===== src/rtl/xnor_compare_sched.sv =====
// rtl/xnor_compare_sched.sv - round-robin scheduler sharing one NAND-built XNOR cell for bit-serial word compare
module xnor_compare_sched #(
  parameter int WIDTH = 8
) (
  input  logic             clk,
  input  logic             rst_n,
  input  logic             req0_valid,
  input  logic [WIDTH-1:0] req0_a,
  input  logic [WIDTH-1:0] req0_b,
  output logic             req0_ready,
  input  logic             req1_valid,
  input  logic [WIDTH-1:0] req1_a,
  input  logic [WIDTH-1:0] req1_b,
  output logic             req1_ready,
  output logic             resp_valid,
  input  logic             resp_ready,
  output logic             resp_id,
  output logic [WIDTH-1:0] resp_mask,
  output logic             resp_eq,
  output logic             busy
);

  localparam int CW = $clog2(WIDTH);

  typedef enum logic [1:0] {
    S_IDLE  = 2'd0,
    S_SHIFT = 2'd1,
    S_RESP  = 2'd2
  } state_e;

  state_e           state_q, state_d;
  logic             prio_q, prio_d;
  logic [CW-1:0]    cnt_q, cnt_d;
  logic [WIDTH-1:0] a_sh_q, a_sh_d;
  logic [WIDTH-1:0] b_sh_q, b_sh_d;
  logic [WIDTH-1:0] mask_q, mask_d;
  logic             id_q, id_d;

  logic grant;
  logic accept;
  logic last_bit;

  // Shared equality cell, NAND gates only
  logic cell_x, cell_y, cell_na, cell_nb, cell_nxy, cell_nab, cell_out;

  assign cell_x   = a_sh_q[0];
  assign cell_y   = b_sh_q[0];
  assign cell_na  = ~(cell_x & cell_x);
  assign cell_nb  = ~(cell_y & cell_y);
  assign cell_nxy = ~(cell_x & cell_y);
  assign cell_nab = ~(cell_na & cell_nb);
  assign cell_out = ~(cell_nxy & cell_nab);

  // Grant the lone valid requester, or the priority one when both are valid
  always_comb begin
    grant    = (req0_valid && req1_valid) ? prio_q : req1_valid;
    accept   = (state_q == S_IDLE) && (req0_valid || req1_valid);
    last_bit = (cnt_q == CW'(WIDTH - 1));
  end

  // State register
  always_ff @(posedge clk or negedge rst_n) begin
    if (!rst_n) begin
      state_q <= S_IDLE;
    end else begin
      state_q <= state_d;
    end
  end

  // Next-state: accept -> WIDTH shift cycles -> hold response until taken
  always_comb begin
    state_d = state_q;
    case (state_q)
      S_IDLE:  if (accept)     state_d = S_SHIFT;
      S_SHIFT: if (last_bit)   state_d = S_RESP;
      S_RESP:  if (resp_ready) state_d = S_IDLE;
      default:                 state_d = S_IDLE;
    endcase
  end

  // Outputs: readies only in IDLE and never while reset is held
  always_comb begin
    req0_ready = rst_n && (state_q == S_IDLE) && req0_valid && !grant;
    req1_ready = rst_n && (state_q == S_IDLE) && req1_valid && grant;
    resp_valid = (state_q == S_RESP);
    busy       = (state_q != S_IDLE);
    resp_id    = id_q;
    resp_mask  = mask_q;
    resp_eq    = &mask_q;
  end

  // Datapath next values: latch operands on accept, build mask one bit per SHIFT cycle
  always_comb begin
    prio_d = prio_q;
    cnt_d  = cnt_q;
    a_sh_d = a_sh_q;
    b_sh_d = b_sh_q;
    mask_d = mask_q;
    id_d   = id_q;
    if (state_q == S_IDLE) begin
      if (accept) begin
        a_sh_d = grant ? req1_a : req0_a;
        b_sh_d = grant ? req1_b : req0_b;
        id_d   = grant;
        mask_d = '0;
        cnt_d  = '0;
        prio_d = ~grant;
      end
    end else if (state_q == S_SHIFT) begin
      mask_d[cnt_q] = cell_out;
      a_sh_d        = a_sh_q >> 1;
      b_sh_d        = b_sh_q >> 1;
      cnt_d         = last_bit ? '0 : cnt_q + CW'(1);
    end
  end

  // Datapath registers; reset drops any in-flight request
  always_ff @(posedge clk or negedge rst_n) begin
    if (!rst_n) begin
      prio_q <= 1'b0;
      cnt_q  <= '0;
      a_sh_q <= '0;
      b_sh_q <= '0;
      mask_q <= '0;
      id_q   <= 1'b0;
    end else begin
      prio_q <= prio_d;
      cnt_q  <= cnt_d;
      a_sh_q <= a_sh_d;
      b_sh_q <= b_sh_d;
      mask_q <= mask_d;
      id_q   <= id_d;
    end
  end

endmodule


===== config.mk =====
export PLATFORM = sky130hd
export DESIGN_NAME = xnor_compare_sched
export DESIGN_NICKNAME = d
export VERILOG_FILES = /design/src/rtl/xnor_compare_sched.sv
export SDC_FILE = /design/constraint.sdc
export NUM_CORES = 1
export LEC_CHECK = 0
export ABC_AREA = 1
export CELL_PAD_IN_SITES_DETAIL_PLACEMENT = 0
export CELL_PAD_IN_SITES_GLOBAL_PLACEMENT = 1
export CORE_UTILIZATION = 34
export DETAILED_ROUTE_END_ITERATION = 6
export PLACE_DENSITY = 0.9
export SLEW_MARGIN = 10
export SYNTH_ARGS = -nofsm -noshare
export SYNTH_HDL_FRONTEND = slang
export SYNTH_SLANG_ARGS = --single-unit

===== constraint.sdc =====
create_clock -name clk -period 1.8 [get_ports clk]
set_clock_uncertainty 0.2 [all_clocks]
set_input_delay 0.36 -clock clk [delete_from_list [all_inputs] [get_ports clk]]
set_output_delay 0.36 -clock clk [all_outputs]
set_load 0.005 [all_outputs]

After elaboration in Yosys (flattened, before gate mapping)
Cells that the tools add are included.
{ "totals": {"reg_bits": 31, "inputBits": 37, "output_inout_bits": 14, "elab_cells": 65} }
{ "classes": {"addsub": 1, "order_cmp": 2, "n_eq_ne": 6, "n_mux": 23, "n_bitwise": 9, "n_reduce_logical": 17} }
{ "ops": {"columns": ["op", "n"], "rows": [
  ["$mux 8", 11],
  ["$mux 3", 4],
  ["$bwmux 8", 1],
  ["$logic_and 1x1->1", 8],
  ["$reduce_and 8->1", 1],
  ["$mux 2", 3],
  ["$not 1->1", 6],
  ["$pmux 2 s3", 1],
  ["$lt 3x4->1 const B", 1],
  ["$ne 2x2->1 const B", 2],
  ["$reduce_and 2->1", 2],
  ["$reduce_bool 2->1", 2],
  ["$add 3x1->3 const B", 1],
  ["$and 1x1->1", 3],
  ["$demux 1 s3", 1],
  ["$eq 3x3->1 const B", 1],
  ["$ge 3x1->1 const B", 1],
  ["$reduce_and 3->1", 1],
  ["$eq 2x1->1 const B", 1],
  ["$eq 2x2->1 const B", 1],
  ["$logic_not 2->1", 1],
  ["$mux 1", 2],
  ["$ne 2x1->1 const B", 1],
  ["$logic_not 1->1", 1],
  ["$logic_or 1x1->1", 1]
]} }

Longest topological paths before layout
Gate-level depths: netlist of the first run.
{ "logic_depth": {"depth_word": 8, "mapped_depth": 7, "depth_no_buf": 6} }

Worst setup path after synthesis of the first run
No wires, ideal clock.
{ "synth_timing": {"kind": "reg2out", "start": "register state_q[0]", "end": "output req0_ready", "arrival_ns": 0.993, "required_ns": 1.240, "slack_ns": 0.247, "stages_incl_launch_ff": 5, "n_path_buf": 1, "cell_sequence": "dfrtp_1 > nor2_4 > buf_2 > nand2_1 > nor2_1"} }
{ "synth_via": {"elab_chain_cells": 4} }
{ "synth_lines": {"columns": ["element", "line_no", "source"], "rows": [
  ["from (decl)", "31", "state_e state_q, state_d;"],
  ["from (signal assigned)", "66", "state_q <= state_d;"],
  ["$logic_not 2->1", "83", "req0_ready = rst_n && (state_q == S_IDLE) && req0_valid && !grant;"],
  ["$logic_and 1x1->1 (3 in series)", "83", null],
  ["to (decl)", "10", "output logic req0_ready,"]
]} }
Every way passes these cells.

Worst setup path after layout of the first run
{ "layout_timing": {"start": "register state_q[0]", "end": "output resp_valid"} }
{ "layout_via": {"elab_chain_cells": 1} }
{ "layout_lines": {"columns": ["element", "line_no", "source"], "rows": [
  ["$eq 2x2->1", "85", "resp_valid = (state_q == S_RESP);"],
  ["to (decl)", "15", "output logic resp_valid,"]
]} }
Every way passes these cells.

==> metrics.txt, run 1 <==
outcome complete, no violations; first-pass GRT wire length 8.17 mm; port bufs 50; Root Buffer clkbuf_8; Final Slew Violations 0; Setup crit end kind output pin; CTS tree built; Mapped Nets 293; Die W 75.4 um; Slew HR 73.3%; diode count 0; vias per inst 4.66; final WL 4.68 mm; later-pin clock latency in the skew report 0.28 ns; leakage 1.40 nW; synth warn 0; Die Y 75.4 um; final hold vios 0; hpwl dp 3.39 mm; setup repair after global routing missed its margin false; crit path max fanout 2; dominant cells by area after synthesis dfrtp_1, nand3_1, inv_1; Yosys reg bits 31; Cell Pwr Density 1420 nW/um^2; Final Cycle Share 97.5%; post-synth top area cell dfrtp_1; WHS 0.0975 ns; layout cell share with drive strength beyond 1 15.5%; Num CTS Buffers 5; WP data arrival 1.19 ns; DRT iter0 DRCs 137; initial antenna violation count 0; min Tclk post-route 1.75 ns; HP Class in2async; htree depth 2; worst vdd ir 619 uV; ys flop type dfrtp_1; area of the mapped netlist 1830 um^2; f_max 0.570 GHz; RePlAce Congestion 0.796; post-synthesis cell type count 24; drt drc 0; Synth Area per Inst 7.21 um^2; DR pass1 iterations 4; utilization after layout 51.9%; DIE AREA 5680 um^2; synthesis-to-finish area growth 45.7%; Post-synth EDFFs 0; final setup fails 0; Final #Nets 370; DR WL/cell 11.7 um; vias in the first global route 1810; Sink Count 31; Worst-path clk slew 0.06 ns; WP data required 1.24 ns; post-place setup slack -0.426 ns; Crit Path Class reg2out; overall global routing resource usage 19.1%; startpoint types register; Worst Setup Slack, final 0.0452 ns; clk buf depth 2; grt ovf 0; largest net degree at the start of global routing 32; asr flop ratio synth 100%; Synth top area share 42.4%; Detail Route Antenna Nets 0; Slew @ Worst Pin 0.400 ns; Synth Instances 254; post-synthesis sequential area ratio 42.4%; Row Count 26; CTS Hold Buffers Added 0; I/O pins 51; max cap viols 0; Initial Utilization 35.6%; via count 1864; top-count cell post-synth inv_1; synth cell count leaders inv_1, nand2_1, nand3_1; Core Box Area 5140 um^2
[layout by cell type (no fill, tap or decap), types with 16 or more instances in the layout]
cell type        count
a21oi_1             16
buf_4               28
clkdlybuf4s50_1     36
dfrtp_1             31
inv_1               42
nand2_1             40
nand3_1             36
nor2_1              28
o21ai_0             19
[path summary, 6_finish.rpt]
path                                  from      endpoint  slack [ns]  cells after the start
worst max register to register  state_q[0]     a_sh_q[6]        0.09                      8
min in group clk                 a_sh_q[7]     a_sh_q[7]        0.28                      2
worst min register to register   a_sh_q[7]     a_sh_q[7]        0.28                      2
worst min-delay path                 rst_n     a_sh_q[2]         0.1                      2
worst max-delay path            state_q[0]    resp_valid        0.05                      4
max in group asynchronous            rst_n  resp_mask[7]        1.01                      2
[area by class of cell]
cell class / instances / area, um^2
fillers: 531 / 2470
multi-input cells: 168 / 828
flip-flops and latches: 31 / 776
repair buffers: 81 / 738
inverters: 44 / 165
well taps: 70 / 87.6
clock buffers: 6 / 72.6
[cell families after synthesis]
logic type,Yosys count,share of synthesized area (%)
AO/OA/AOI/OAI,44,13.1
flip-flops,31,42.4
adder cells (fa/ha/maj),2,1.37
AND/OR/NAND/NOR,121,29.7
buffers and inverters,55,12.9
XOR/XNOR,1,0.479
[per-stage QoR]
step	cell area, um^2	cells	setup TNS, ns	total power [W]
after detailed placement	2510	383	-4.81	0.00319
after global routing	2670	400	0	0.00412
final	2670	400	0	0.00379
after floorplan	1830	254	0	0.00241
after global placement	2510	383	-4.69	0.00314
after CTS	2640	397	0	0.00376
[what timing repair did]
action / 4_1_cts / 5_1_grt
setup buffers: 8 / 3
pin swaps: 0 / 2
setup endpoints to repair: 5 / 7
endpoints found under the hold margin: 0 / 0
gates resized for setup: 19 / 9
[flip-flops by register name, indices dropped and copies added (netlist names)]
register   cells
a_sh_q         8
b_sh_q         8
cnt_q          3
prio_q         1
resp_id        1
resp_mask      8
state_q        2
[worst max-delay path: stages, from the launching register on]
cell and delay, ns:
dfrtp_1 0.42, buf_6 0.13, buf_4 0.13, nor2_4 0.11, buf_2 0.12
[report_power, final]
part	total (W)	internal (W)	switching, W
Sequential	0.00123	0.00102	0.000217
Combinational	0.00205	0.000969	0.00108
Clock	0.000502	0.000257	0.000245
[layer usage]
metal / routed length [um] / GRT usage, % / up-vias
met3: 247 / 4.10 / 10
met5: 0 / 0 / -
met1: 2230 / 25.8 / 837
li1: - / - / 962
met4: 87 / 6.58 / 0
met2: 2120 / 30.7 / 55
Note: power is estimated with default switching activity, not from simulation.
==> inputs of run 2 (changes only) <==
--- a/config.mk
+++ b/config.mk
@@ -10,6 +10,7 @@
 export CELL_PAD_IN_SITES_GLOBAL_PLACEMENT = 1
 export CORE_UTILIZATION = 34
 export DETAILED_ROUTE_END_ITERATION = 6
+export MAX_ROUTING_LAYER = met4
 export PLACE_DENSITY = 0.9
 export SLEW_MARGIN = 10
 export SYNTH_ARGS = -nofsm -noshare
==> results of run 2 <==
Same layout as run 1: the final DEF is identical, and so are final timing and power.
Main changes from that run: final weighted congestion in routability-driven placement 0.796 -> 0.808; overall routing resource usage 19.1% -> 19.7%; violation count after the first detailed-route iteration 137 -> 142
==> inputs of run 3 (changes only) <==
==> constraint.sdc (replaced) <==
create_clock -name clk -period 1.7 [get_ports clk]
set_clock_uncertainty 0.2 [all_clocks]
set_input_delay 0.34 -clock clk [delete_from_list [all_inputs] [get_ports clk]]
set_output_delay 0.34 -clock clk [all_outputs]
set_load 0.005 [all_outputs]
==> run 3 against run 2 <==
The run now ends with negative setup slack left; critical path depth up 1; critical endpoint is now req0_ready; first-iteration DRC count down 30%; via count up 2.3%.
==> metrics.txt, run 3 (synthesized netlist as in run 1, its figures left out) <==
first-pass GRT wire length 8.36 mm; setup repair after global routing missed its margin true; htree depth 2; worst vdd ir 743 uV; Die Y 75.4 um; Area after DPL 2520 um^2; Slew @ Worst Pin 0.405 ns; vias in the first global route 1795; violated checks negative setup slack; leakage 1.42 nW; initial antenna violation count 0; drt drc 0; Slew HR 73.0%; vias per inst 4.73; min Tclk post-route 1.73 ns; Root Buffer clkbuf_8; Cell Pwr Density 1590 nW/um^2; I/O pins 51; DRT iter0 DRCs 99; HP Class in2async; Initial Utilization 35.6%; f_max 0.577 GHz; hpwl dp 3.38 mm; via count 1906; Worst-path clk slew 0.07 ns; overall global routing resource usage 20.5%; FF-to-FF End resp_mask[2]; outcome finished with violations; DR WL/cell 12.3 um; CTS Hold Buffers Added 0; register-to-register path setup slack 0.04 ns; layout cell share with drive strength beyond 1 17.4%; Crit Path Class reg2out; Worst Setup Slack, final -0.0319 ns; Detail Route Antenna Nets 0; Core Box Area 5140 um^2; later-pin clock latency in the skew report 0.29 ns; startpoint types register; reg2reg start state_q[0]; final WL 4.94 mm; CTS tree built; final hold vios 0; Sink Count 31; diode count 0; largest net degree at the start of global routing 32; met3 usage 5.42%; crit path max fanout 2; met1 Resource Use GR 26.0%; DR pass1 iterations 4; GRT met2 Usage 31.9%; commonest non-fill, non-tap cells in the layout inv_1, nand2_1, nand3_1; Final Cycle Share 102%; Row Count 26; WP data required 1.16 ns; DIE AREA 5680 um^2; post-place setup slack -0.483 ns; layer with the highest usage met2; reg2reg path depth 10; Final #Nets 372; RePlAce Congestion 0.808; synthesis-to-finish area growth 51.2%; fin area 2770 um^2; clk buf depth 2; Setup crit end kind output pin; Num CTS Buffers 5; Final Slew Violations 0; port bufs 50; setup_tns -0.0621 ns; Layout Cells excl Fill 403; grt ovf 0; WP data arrival 1.19 ns; final setup fails 3; Die W 75.4 um; placed insts 384; max cap viols 0; leading cell type in the layout, fill and taps excluded inv_1
==> run 3: layout make-up <==
cell class | count | area, um^2
fill | 506 | 2370
multi-input combinational | 168 | 853
timing repair buffer | 83 | 781
sequential | 31 | 776
inverter | 44 | 168
tap | 70 | 87.6
clock buffer | 6 | 72.6
clock inverter | 1 | 30.0
==> run 3: worst max path at each step <==
| stage | from | end | slack (ns) |
|---|---|---|---|
| finish | state_q[0] | req0_ready | -0.03 |
| global route | state_q[0] | req1_ready | -0.07 |
| CTS | state_q[1] | busy | -0.15 |
| detailed placement | req0_valid | req0_ready | -0.48 |
| global placement | req0_valid | req0_ready | -0.46 |
| floorplan | state_q[0] | req0_ready | 0.17 |
==> run 3: report_power, final <==
part           internal (W)  switching (W)
combinational       0.00116        0.00124
sequential          0.00108       0.000213
clock              0.000429       0.000279
==> run 3: through the flow <==
stage                     utilization (%)  hold WS (ns)  total power (W)
after floorplan                         -        -0.156          0.00255
after global placement               49.0         0.266          0.00333
after detailed placement             49.0         0.272          0.00338
after CTS                            52.7         0.111          0.00421
after global routing                 53.8         0.132          0.00475
final                                53.8        0.0956          0.00440
==> run 3: worst max-delay path: stages (launching register included) <==
cell     delay [ns]
dfrtp_1        0.42
nor2_4         0.13
buf_6          0.11
nand2_4        0.05
nor2_1         0.08
buf_2          0.11
==> run 3: layer usage <==
metal  routed length (um)  up-vias  part of all wire, %
met5                    0        -                    0
met3                  326        9                  6.6
met4                   68        0                  1.4
li1                     -      973                    -
met1                 2200      856                   44
met2                 2350       68                   48
==> run 3: repair_timing <==
item / CTS / global route
buffers inserted: 10 / 3
pin swaps: 4 / 5
gates resized for setup: 35 / 17
setup endpoints to repair: 17 / 29
gates cloned: 0 / 1
